===== src/rtl/fine_time_pulse_gen.sv =====
// fine_time_pulse_gen
// Programmable test-pulse generator. Every 50 MHz clock period is treated as
// 32 fine-time slices and the block emits one 32-bit slice pattern per clock
// (bit 0 = earliest slice). A serializer downstream turns the pattern into a
// detector-input waveform, so leading edges land at programmed fine times.
//
// Ports:
//   clk      system clock, all logic on its rising edge
//   rst      synchronous reset, active-low
//   Pattern  registered slice pattern for the current clock period
//   Busy     high while a burst / continuous run (or its tail word) is active
//   Done     one-clock strobe when a finite burst or a stop completes
//   DataOut  local-bus read data, zero unless a read hits this block
//   DataIn   local-bus write data
//   Address  local-bus address
//   Read     local-bus read strobe
//   Write    local-bus write strobe
//
// Register map (Base+n):
//   0 CTRL   [0] START, [1] STOP (both self-clearing), [31:16] BURST
//   1 SHAPE  [4:0] POS, [10:5] WIDTH
//   2 PERIOD [15:0] fire-to-fire spacing in clocks
//   3 STATUS [15:0] pulse count, [16] Busy (read-only)
`timescale 1ns/1ps

module fine_time_pulse_gen #(
    parameter logic [7:0]  Base      = 8'h00,
    parameter logic [15:0] DefPeriod = 16'd100
) (
    input  logic        clk,
    input  logic        rst,
    output logic [31:0] Pattern,
    output logic        Busy,
    output logic        Done,
    output logic [31:0] DataOut,
    input  logic [31:0] DataIn,
    input  logic [7:0]  Address,
    input  logic        Read,
    input  logic        Write
);

    typedef enum logic [1:0] {IDLE, FIRE, TAIL, WAIT} state_t;

    state_t      state;
    logic [15:0] burst;
    logic [10:0] shape;
    logic [15:0] period;
    logic [15:0] pulse_count;
    logic [15:0] burst_shadow;
    logic [15:0] counter;
    logic [31:0] tail_word;
    logic        stop_req;

    logic        hit_ctrl;
    logic        hit_shape;
    logic        hit_period;
    logic        hit_status;
    logic        start_wr;
    logic        stop_wr;

    logic [5:0]  width_eff;
    logic [6:0]  reach;
    logic        has_tail;
    logic [63:0] span;
    logic [15:0] period_eff;
    logic        burst_done;

    assign hit_ctrl   = (Address == Base);
    assign hit_shape  = (Address == Base + 8'd1);
    assign hit_period = (Address == Base + 8'd2);
    assign hit_status = (Address == Base + 8'd3);

    assign start_wr = Write && hit_ctrl && DataIn[0];
    assign stop_wr  = Write && hit_ctrl && DataIn[1];

    // Pulse geometry from the live SHAPE/PERIOD registers; the FIRE state
    // samples these, which is what makes the settings take effect per fire.
    // The 64-bit span holds the first word in [31:0] and the spill in [63:32].
    always_comb begin
        if (shape[10:5] == 6'd0) begin
            width_eff = 6'd1;
        end else if (shape[10:5] > 6'd32) begin
            width_eff = 6'd32;
        end else begin
            width_eff = shape[10:5];
        end
        reach      = {2'b00, shape[4:0]} + {1'b0, width_eff};
        has_tail   = (reach > 7'd32);
        span       = ((64'd1 << width_eff) - 64'd1) << shape[4:0];
        period_eff = (period < 16'd2) ? 16'd2 : period;
    end

    assign burst_done = (burst_shadow != 16'd0) && (pulse_count == burst_shadow);

    // Local-bus register bank. STATUS is read-only, writes to it are dropped.
    always_ff @(posedge clk) begin
        if (!rst) begin
            burst  <= 16'd0;
            shape  <= 11'd0;
            period <= DefPeriod;
        end else if (Write) begin
            if (hit_ctrl) begin
                burst <= DataIn[31:16];
            end
            if (hit_shape) begin
                shape <= DataIn[10:0];
            end
            if (hit_period) begin
                period <= DataIn[15:0];
            end
        end
    end

    // Pulse sequencer. The counter is loaded with PERIOD-1 at each fire and
    // a continuing run re-enters FIRE when it reaches 1, so first words are
    // exactly PERIOD clocks apart. A finishing burst instead lets the counter
    // reach 0 so Done lands on the clock where the next fire would have been.
    // STOP is only acted on in WAIT, so a pending tail word is never lost.
    always_ff @(posedge clk) begin
        if (!rst) begin
            state        <= IDLE;
            Pattern      <= 32'd0;
            Busy         <= 1'b0;
            Done         <= 1'b0;
            pulse_count  <= 16'd0;
            burst_shadow <= 16'd0;
            counter      <= 16'd0;
            tail_word    <= 32'd0;
            stop_req     <= 1'b0;
        end else begin
            Done <= 1'b0;
            case (state)
                IDLE: begin
                    Pattern  <= 32'd0;
                    stop_req <= 1'b0;
                    if (start_wr) begin
                        state        <= FIRE;
                        Busy         <= 1'b1;
                        pulse_count  <= 16'd0;
                        burst_shadow <= DataIn[31:16];
                        stop_req     <= stop_wr;
                    end
                end
                FIRE: begin
                    Pattern      <= span[31:0];
                    tail_word    <= span[63:32];
                    counter      <= period_eff - 16'd1;
                    burst_shadow <= burst;
                    stop_req     <= stop_req | stop_wr;
                    if (pulse_count != 16'hFFFF) begin
                        pulse_count <= pulse_count + 16'd1;
                    end
                    state <= has_tail ? TAIL : WAIT;
                end
                TAIL: begin
                    Pattern  <= tail_word;
                    counter  <= counter - 16'd1;
                    stop_req <= stop_req | stop_wr;
                    state    <= WAIT;
                end
                WAIT: begin
                    Pattern  <= 32'd0;
                    stop_req <= stop_req | stop_wr;
                    if (stop_req || (burst_done && counter == 16'd0)) begin
                        state    <= IDLE;
                        Busy     <= 1'b0;
                        Done     <= 1'b1;
                        stop_req <= 1'b0;
                    end else begin
                        if (counter != 16'd0) begin
                            counter <= counter - 16'd1;
                        end
                        if (!burst_done && counter <= 16'd1) begin
                            state <= FIRE;
                        end
                    end
                end
                default: begin
                    state <= IDLE;
                end
            endcase
        end
    end

    // OR-bus read mux: drives zero unless this block is addressed.
    always_comb begin
        DataOut = 32'd0;
        if (Read) begin
            if (hit_ctrl) begin
                DataOut = {burst, 16'd0};
            end else if (hit_shape) begin
                DataOut = {21'd0, shape};
            end else if (hit_period) begin
                DataOut = {16'd0, period};
            end else if (hit_status) begin
                DataOut = {15'd0, Busy, pulse_count};
            end
        end
    end

endmodule


===== config.mk =====
export PLATFORM = sky130hd
export DESIGN_NAME = fine_time_pulse_gen
export DESIGN_NICKNAME = d
export VERILOG_FILES = /design/src/rtl/fine_time_pulse_gen.sv
export SDC_FILE = /design/constraint.sdc
export NUM_CORES = 1
export LEC_CHECK = 0
export BUFFER_PORTS_ARGS = -buffer_cell sky130_fd_sc_hd__buf_4
export CAP_MARGIN = 25
export CELL_PAD_IN_SITES_DETAIL_PLACEMENT = 0
export CELL_PAD_IN_SITES_GLOBAL_PLACEMENT = 2
export CORE_UTILIZATION = 35
export DETAILED_ROUTE_END_ITERATION = 16
export PLACE_DENSITY = 0.77
export SYNTH_ARGS = -nofsm -noshare
export SYNTH_HDL_FRONTEND = slang
export SYNTH_SLANG_ARGS = --single-unit
export TNS_END_PERCENT = 20

===== constraint.sdc =====
create_clock -name clk -period 3.84 [get_ports clk]
set_input_delay 0.384 -clock clk [delete_from_list [all_inputs] [get_ports clk]]
set_output_delay 0.384 -clock clk [all_outputs]
set_load 0.005 [all_outputs]

Yosys cells after proc, flatten, opt, wreduce, memory -nomap -nowiden

Cells that the tools add are included.

Bits in registers: 160
Output and inout port bits: 66
Logic and storage cells: 95

$add $sub $neg: 5
$lt $le $gt $ge: 4
Eq/ne operators: 14
Shifts and indexed selects: 2
Muxes and demuxes: 29
Bitwise logic cells: 1
Reductions and logical operators: 28

Operators by type and width:

| kind                  | count |
|---|---|
| $mux 16               | 6 |
| $pmux 32 s3           | 1 |
| $mux 32               | 2 |
| $pmux 16 s2           | 2 |
| $shl 1x6->64 const A  | 1 |
| $shl 64x5->64         | 1 |
| $sub 64x1->64 const B | 1 |
| $mux 17               | 3 |
| $pmux 16 s3           | 1 |
| $reduce_bool 16->1    | 2 |
| $sub 16x1->16 const B | 2 |
| $add 16x1->16 const B | 1 |
| $eq 16x16->1          | 1 |
| $eq 8x2->1 const B    | 2 |
| $le 16x1->1 const B   | 1 |
| $logic_not 16->1      | 1 |
| $lt 16x2->1 const B   | 1 |
| $ne 16x16->1 const B  | 1 |
| $mux 6                | 2 |
| $reduce_and 2->1      | 6 |
| $ne 2x2->1 const B    | 5 |
| $reduce_and 3->1      | 3 |
| $eq 8x1->1 const B    | 1 |
| $logic_not 8->1       | 1 |
| 20 further kinds      | 35 |

Depth between registers and ports, before layout

Depth in word-level cells: 7
Gate-level depth with buffers: 14

Worst setup path before layout

OpenSTA, ideal clock, no wires.

Path type: register to register
Start point: register shape[8]
End point: register tail_word[0]
Library setup time: 115 ps
Data arrival time: 3167 ps
Path slack: 558 ps
Stages on the path, launching flop included: 13
Buffers on the path: 3
Path through: dfxtp_1 > buf_2 > buf_1 > nor3_1 > nand2_1 > ha_1 > clkbuf_1 > nand3_1 > o32ai_1 > a2111oi_0 > o22ai_1 > mux4_2 > o21ba_1

Cells in the longest elaborated chain, start to end: 6
Elaborated cells between the ends (all ways): 7
Those cells by class: add/sub (1); order compare (1); shift (2); mux (2); reduce/logical (1)

Ends and longest elaborated chain:

| element                | line | RTL |
|---|---|---|
| from (decl)            | 46   | `logic [10:0] shape;` |
| from (signal assigned) | 106  | `shape <= DataIn[10:0];` |
| $gt 6x6->1             | 82   | `end else if (shape[10:5] > 6'd32) begin` |
| $mux 6                 | 82   |  |
| $mux 6 *               | 80   | `if (shape[10:5] == 6'd0) begin` |
| $shl 1x6->64 *         | 89   | `span = ((64'd1 << width_eff) - 64'd1) << shape[4:0];` |
| $sub 64x1->64 *        | 89   |  |
| $shl 64x5->64 *        | 89   |  |
| to (signal assigned)   | 146  | `tail_word <= span[63:32];` |
| to (decl)              | 51   | `logic [31:0] tail_word;` |

Every way passes the cells marked *; elsewhere a longest branch is shown, timed or not.
A chain may end at the register's enable or synchronous reset.

Worst setup path in the final report

Start point: register shape[7]
End point: register tail_word[9]

Same word-level chain as after synthesis.

==> metrics.cfg <==
[status]
status = finished clean

[worst_setup_path]
setup.worst_path.end_class = register
rr_startpoint = shape[7]
rr_worst_depth = 11
start_kind = register
arrival_ns = 3.84
timing.rr.end = tail_word[9]
path_class = register to register
ff2ff_setup_slack_ns = 0.36
cp_data_required_time_ns = 4.20
critical_path.max_fanout = 11
crit_path_start = shape[7]
cp-endpoint = tail_word[9]

[clocking]
insertion_delay_ns = 0.46
cts_tree = yes
root_buffer = clkbuf_16
ctsLongestPathBuffers = 2
ctsResizeCount = 0
clkSlewWorstSetupHoldPaths_ns = 0.07
cts_buffers = 17
ctsHoldBuffers = 0
cts_max_level = 4
cts_sinks = 160
cts_setup_buffers = 0

[routing]
ant_nets = 0
dr.first_iter.drc_count = 1107
num_vias = 11453
wl_per_cell_um = 22.0
via_per_inst = 5.98
drc_errors = 0
totalWireLength_mm = 42.2
wl_met3_mm = 2.95
dr.pass1.iters = 7
met2WireLength_mm = 18.2
highest_layer = met4
met1_length_mm = 20.3

[power_and_ir_drop]
peakVddDrop_mv = 0.327
pwr_density_cell_nw_per_um2 = 407
clkPwrFrac = 0.338
leakagePower_nw = 4.86
swShare = 0.349
power_frac_comb = 0.296
seqPwrFrac = 0.366
intPower_w = 0.00339
power_switching_w = 0.00182

[final_layout]
num_antenna_cells = 0
areaGrowthSynthToFinish_pct = 17.3
fin_nets = 1565
postLayoutCellArea_um2 = 12800
final_common_cell = buf_4
most-common-layout-cells = 169 x buf_4, 166 x nor2_1, 156 x dfxtp_1, 142 x nand2_1, 94 x o21ai_0
drive_gt1_frac = 0.165
final_util = 0.418
fillCellCount = 3202

[die]
die_y_um = 179
initial_core_util = 0.356
core_um2 = 30700
rows = 64
die_w_um = 179
dieArea_um2 = 31900
design.portCount = 110

[place]
placed_area_um2 = 12200
io_buffers = 109
gp_congestion = 0.934
post-dp-hpwl_mm = 30.9

[timing]
finClkSkew_ns = 0.0261
hold_violations = 0
setup_tns_ns = 0
fin_crit_sh = 0.907
post-route-min-period_ns = 3.48
setup_viol = 0
relSlewSlack = 0.371
worstMarginPinSlew_ns = 0.938
grt_setup_unrepaired = false
max_freq_mhz = 287
drv_slew = 0

[logic_synthesis]
syn-instance-count = 1442
yosys_register_bits = 160
syn_area_um2 = 10900
seq_area_frac_synth = 0.293
synth_cell_types = 88
ys_dominant_reg_cell = dfxtp_1
synth_edf_count = 0
syn_nets = 1500
synth_warnings = 0
avgSynthCellArea_um2 = 7.57
async_flop_share = 0

[flow_run]
maxCapViolCount = 0

[global_route]
grt_antenna_before_repair = 1
grt-ovfl-total = 0
grt_max_degree = 74
grt_pass1_vias = 10432
grt_pass1_wl_mm = 64.4
grt_usage = 0.265

[min_path]
worst_hold_path_type = primary input to register

[power groups by stage]
stage / clock network (W) / logic [W] / registers (W)
3_5_place_dp: 0 / 0.00152 / 0.00194
3_3_place_gp: 0 / 0.00153 / 0.00194
2_1_floorplan: 0 / 0.000995 / 0.00190
4_1_cts: 0.00180 / 0.00153 / 0.00190
6_report: 0.00176 / 0.00154 / 0.00191
5_1_grt: 0.00187 / 0.00171 / 0.00192
[cells in the mapped netlist, types with 9 or more instances]
cell / count / area, um^2
a22o_1: 9 / 78.8
inv_1: 21 / 78.8
or2_2: 9 / 56.3
a21o_1: 10 / 75.1
o22ai_1: 17 / 106
a21oi_1: 90 / 450
nor4_1: 18 / 113
buf_2: 11 / 55.1
nor3_1: 30 / 150
o31ai_1: 20 / 150
nor2_1: 166 / 623
o311ai_0: 9 / 78.8
o211ai_1: 24 / 180
xnor2_1: 24 / 210
a22oi_1: 24 / 180
ha_1: 14 / 175
nand4_1: 18 / 113
a211oi_1: 38 / 285
or3_1: 21 / 131
nor2b_1: 13 / 81.3
nand2_1: 142 / 533
xor2_1: 24 / 210
clkbuf_1: 95 / 357
o21ai_0: 94 / 470
a32oi_1: 9 / 78.8
mux2_2: 11 / 124
a31oi_1: 22 / 138
buf_1: 15 / 56.3
dfxtp_1: 160 / 3200
and2_1: 24 / 150
nand3_1: 46 / 230
and3_1: 10 / 62.6
mux2i_1: 59 / 591
[registers in the layout, summed over array words and instances (netlist names)]
signal	count
period	16
tail_word	32
pulse_count	16
shape	11
Busy	1
Pattern	32
Done	1
burst	16
stop_req	1
counter	16
state	2
burst_shadow	16
[layout make-up]
| class | instances | area [um^2] | area share |
|---|---|---|---|
| multi-input cells | 1135 | 7130 | 0.557 |
| flip-flops and latches | 160 | 3210 | 0.250 |
| repair buffers | 170 | 1290 | 0.101 |
| well taps | 396 | 495 | 0.0387 |
| clock buffers | 21 | 470 | 0.0367 |
| clock inverters | 11 | 130 | 0.0102 |
| inverters | 23 | 86.3 | 0.00674 |
[worst min-delay path by stage]
stage / startpoint / end / cells after the start
CTS: DataIn[15] / period[15] / 3
global route: DataIn[12] / period[12] / 3
floorplan: tail_word[13] / Pattern[13] / 2
detailed placement: tail_word[12] / Pattern[12] / 2
global placement: tail_word[13] / Pattern[13] / 2
finish: DataIn[15] / period[15] / 3
[routing by layer]
metal | GRT usage | vias to the layer above
met5 | 0 | -
met4 | 0.0699 | 0
met3 | 0.0494 | 51
met2 | 0.392 | 425
met1 | 0.388 | 5486
li1 | - | 5491
[worst max-delay path, stage by stage (launching register included)]
cell and delay [ns]:
dfxtp_1 0.31, nor3_1 0.25, nand2_1 0.13, ha_1 0.27, buf_4 0.19, or4_1 0.46
a211oi_1 0.44, o32a_1 0.36, o21ai_0 0.15, a2bb2oi_1 0.44, mux2i_1 0.19, o221ai_1 0.20
[stage by stage]
stage               total power, W  hold WS (ns)  std cells  worst slack [ns]
finish                     0.00522         0.170       1916             0.357
detailed placement         0.00346         0.457       1884             0.411
CTS                        0.00523         0.150       1916             0.385
global route               0.00551         0.169       1916            0.0824
floorplan                  0.00290         0.426       1442             0.558
global placement           0.00347         0.449       1884             0.510
[cell families (layout without fill, tap and decap cells)]
family	count (synthesis)	in the layout	synth area share
adder cells (fa/ha/maj)	16	16	0.0179
other	1	1	0.000343
XOR/XNOR	48	48	0.0385
flip-flops	160	160	0.293
AND/OR/NAND/NOR	538	538	0.237
buffers and inverters	147	225	0.0535
multiplexers	75	75	0.0757
AO/OA/AOI/OAI	457	457	0.284
No activity file was read; power rests on OpenSTA's default activity.
